===== src/rtl/full_adder.sv =====
// One-bit full adder: the ripple-chain cell of full_adder_four.
module full_adder (
    input  logic a,
    input  logic b,
    input  logic cin,
    output logic s,
    output logic cout
);

    assign s    = a ^ b ^ cin;
    assign cout = (a & b) | (a & cin) | (b & cin);

endmodule


===== src/rtl/full_adder_four.sv =====
// 4-bit unsigned ripple-carry adder built from four full_adder cells,
// with an optional output register (REGISTERED=1) or a purely combinational path.
module full_adder_four #(
    parameter int unsigned REGISTERED = 1
) (
    input  logic clk,
    input  logic rst_n,
    input  logic in_a3,
    input  logic in_a2,
    input  logic in_a1,
    input  logic in_a0,
    input  logic in_b3,
    input  logic in_b2,
    input  logic in_b1,
    input  logic in_b0,
    output logic out_s3,
    output logic out_s2,
    output logic out_s1,
    output logic out_s0,
    output logic out_s4
);

    localparam int unsigned WIDTH = 4;

    logic [WIDTH-1:0] op_a;
    logic [WIDTH-1:0] op_b;
    logic [WIDTH-1:0] sum_bits;
    logic [WIDTH:0]   carry;
    logic [WIDTH:0]   result;

    assign op_a     = {in_a3, in_a2, in_a1, in_a0};
    assign op_b     = {in_b3, in_b2, in_b1, in_b0};
    assign carry[0] = 1'b0;

    for (genvar i = 0; i < WIDTH; i++) begin : g_stage
        full_adder u_fa (
            .a    (op_a[i]),
            .b    (op_b[i]),
            .cin  (carry[i]),
            .s    (sum_bits[i]),
            .cout (carry[i+1])
        );
    end

    if (REGISTERED != 0) begin : g_reg
        logic [WIDTH:0] result_q;

        always_ff @(posedge clk or negedge rst_n) begin
            if (!rst_n) begin
                result_q <= '0;
            end else begin
                result_q <= {carry[WIDTH], sum_bits};
            end
        end

        assign result = result_q;
    end else begin : g_comb
        // Clock and reset are intentionally ignored in the combinational build.
        logic unused_clk_rst;
        assign unused_clk_rst = clk ^ rst_n;
        assign result         = {carry[WIDTH], sum_bits};
    end

    assign out_s4 = result[4];
    assign out_s3 = result[3];
    assign out_s2 = result[2];
    assign out_s1 = result[1];
    assign out_s0 = result[0];

endmodule


===== config.mk =====
export PLATFORM = sky130hd
export DESIGN_NAME = full_adder_four
export DESIGN_NICKNAME = d
export VERILOG_FILES = /design/src/rtl/full_adder.sv /design/src/rtl/full_adder_four.sv
export SDC_FILE = /design/constraint.sdc
export NUM_CORES = 1
export LEC_CHECK = 0
export CAP_MARGIN = 20
export CORE_AREA = 4 4 41 43
export DETAILED_ROUTE_END_ITERATION = 10
export DIE_AREA = 0 0 45 47
export HOLD_SLACK_MARGIN = 0.03
export PLACE_DENSITY = 0.44
export SETUP_SLACK_MARGIN = 0.3
export SYNTH_ARGS = -nofsm -noshare
export SYNTH_HDL_FRONTEND = slang
export SYNTH_SLANG_ARGS = --single-unit

===== constraint.sdc =====
create_clock -name clk -period 0.8 [get_ports clk]
set_input_delay 0.16 -clock clk [delete_from_list [all_inputs] [get_ports clk]]
set_output_delay 0.16 -clock clk [all_outputs]
set_load 0.03 [all_outputs]

==> results.yml <==
outcome:
  outcome: "finished, violations left"
  violations: "setup timing"
grt:
  grt_antenna_before_repair: 0
  grt_usage_pct: 4.88
  grt_first_pass_wirelength_microns: 648
  grt_max_degree: 6
  grt_pass1_vias: 175
  overflow: 0
floorplan:
  rows: 13
  die_area_sq_um: 2120
  core-area_sq_um: 1300
  fp.dieW_microns: 45
  ioPinCount: 15
  start_util_pct: 16.6
  die_y_microns: 47
detailed_routing:
  wl_met3_microns: 60
  dr.max_layer_used: "met3"
  drtIter0Drc: 0
  vias: 150
  dr.pass1.iters: 1
  wl_met1_microns: 100
  post-route-drc-count: 0
  routed_wl_microns: 377
  wl_met2_microns: 216
  postRouteAntennaNets: 0
  routed_via_density: 3.19
  wl_per_cell_microns: 8.02
cts:
  holdBufCountCts: 0
  clk_path_buf_depth: 2
  cts_tree: "done"
  cts_root_buf: "clkbuf_4"
  clk_pin_slew_worst_paths_ns: 0.04
  clock-sinks: 5
  cts_setup_buffers: 0
  cts_max_level: 1
  numCtsBuffers: 3
sta:
  whs_ns: 0.139
  period_needed_ns: 1.46
  tightest_slew_ns: 0.208
  fmax_mhz: 684
  maxSlewHeadroom_pct: 86.1
  fin_crit_sh_pct: 183
  drv_slew: 0
  rsz0062_at_grt: "true"
  setup_tns_ns: -2.00
  hold_viol: 0
  setup_ws_ns: -0.663
  setup_viol: 8
setup_path:
  arrival_ns: 1.64
  worstSetupStartpointType: "input pin"
  critical_path_class: "in2reg"
  end_kind: "flip-flop"
  worstPathMaxFanout: 1
  worstPathRequired_ns: 0.97
layout:
  top_register: "g_reg.result_q"
  antennaDiodeCount: 0
  drive_gt1_share_pct: 56.3
  fin_nets: 47
  regArea_sq_um: 130
  largest_register_ffs: 5
  top_regs: "g_reg.result_q (5)"
  fill_cells: 149
  layout_common_cells: "buf_6, clkdlybuf4s50_1, inv_1, dfrtp_2, clkbuf_4"
  layout_commonest_cell: "buf_6"
  multi_input_area_sq_um: 90.1
  final_cells: 47
  area_growth_pct: 98.8
place:
  dpl.hpwl_microns: 360
  routabilityCongestion: 0.571
  io_buffers: 14
  place_inst: 43
logic_synthesis:
  syn_inst: 14
  post_synth_instance_area_sq_um: 216
  synth.avg_cell_area_sq_um: 15.5
  yosysUniqueCellTypes: 4
  ys_seq_area_share_pct: 57.8
  ys.warnings.count: 0
  ys_ff_latch: 5
  synth_fp_nets: 28
power:
  vdd_drop_max_v: 0.000551
  powerDensity_nw_per_um2: 1960
  p_leak_nw: 0.196
flow_run:
  maxCapViolCount: 0
hold_path:
  hp-class: "in2async"
## cells by family after synthesis
family     Yosys count  share of synthesized area [%]
flops                5                           57.8
buf+inv              5                           8.67
fa+ha+maj            4                           33.5
## report_power, final
group,internal [mW],switching [mW]
combinational,0.128,0.127
clock,0.188,0.0887
sequential,0.295,0.0153
## critical path, stage by stage
cell and delay, ns:
buf_6 0.10, ha_4 0.15, fa_2 0.38, fa_2 0.34, inv_2 0.06, fa_1 0.39, inv_1 0.06
## worst max path at each step
stage	start	endpoint	slack (ns)	depth (start not counted)
6_report	in_b0	g_reg.result_q[3]	-0.66	7
5_1_grt	in_b0	g_reg.result_q[3]	-0.70	7
4_1_cts	in_b0	g_reg.result_q[3]	-0.67	7
3_5_place_dp	in_a0	g_reg.result_q[3]	-1.31	7
3_3_place_gp	in_a0	g_reg.result_q[3]	-1.30	7
2_1_floorplan	in_a0	g_reg.result_q[3]	-0.78	6
## per-stage QoR
stage | total power, mW | util, % | area, sq um | worst slack, ns
6_report | 0.842 | 33.1 | 430 | -0.663
3_5_place_dp | 0.551 | 29.6 | 385 | -1.31
4_1_cts | 0.862 | 33.1 | 430 | -0.673
5_1_grt | 0.917 | 33.1 | 430 | -0.698
3_3_place_gp | 0.545 | 29.6 | 385 | -1.30
2_1_floorplan | 0.424 | - | 239 | -0.783
## cells in the mapped netlist
cell type / count / area (sq um)
inv_1: 5 / 18.8
ha_1: 1 / 12.5
fa_1: 3 / 60.1
dfrtp_1: 5 / 125
## cell type report
cell class | count | area share (%)
Multi-Input combinational cell | 4 | 20.9
Tap cell | 15 | 4.36
Clock buffer | 4 | 6.10
Inverter | 5 | 4.36
Timing Repair Buffer | 14 | 34.0
Sequential cell | 5 | 30.2
## metal layers
| metal | vias up | global-route usage, % |
|---|---|---|
| li1 | 74 | - |
| met1 | 67 | 4.00 |
| met3 | 0 | 1.53 |
| met4 | 0 | 8.77 |
| met2 | 9 | 7.06 |
| met5 | - | 0 |
## timing repair
item / in CTS / in global routing
pin swaps: 4 / 0
gates resized for setup: 17 / 0
endpoints found under the setup margin: 10 / 9
Note: power is estimated with default switching activity, not from simulation.
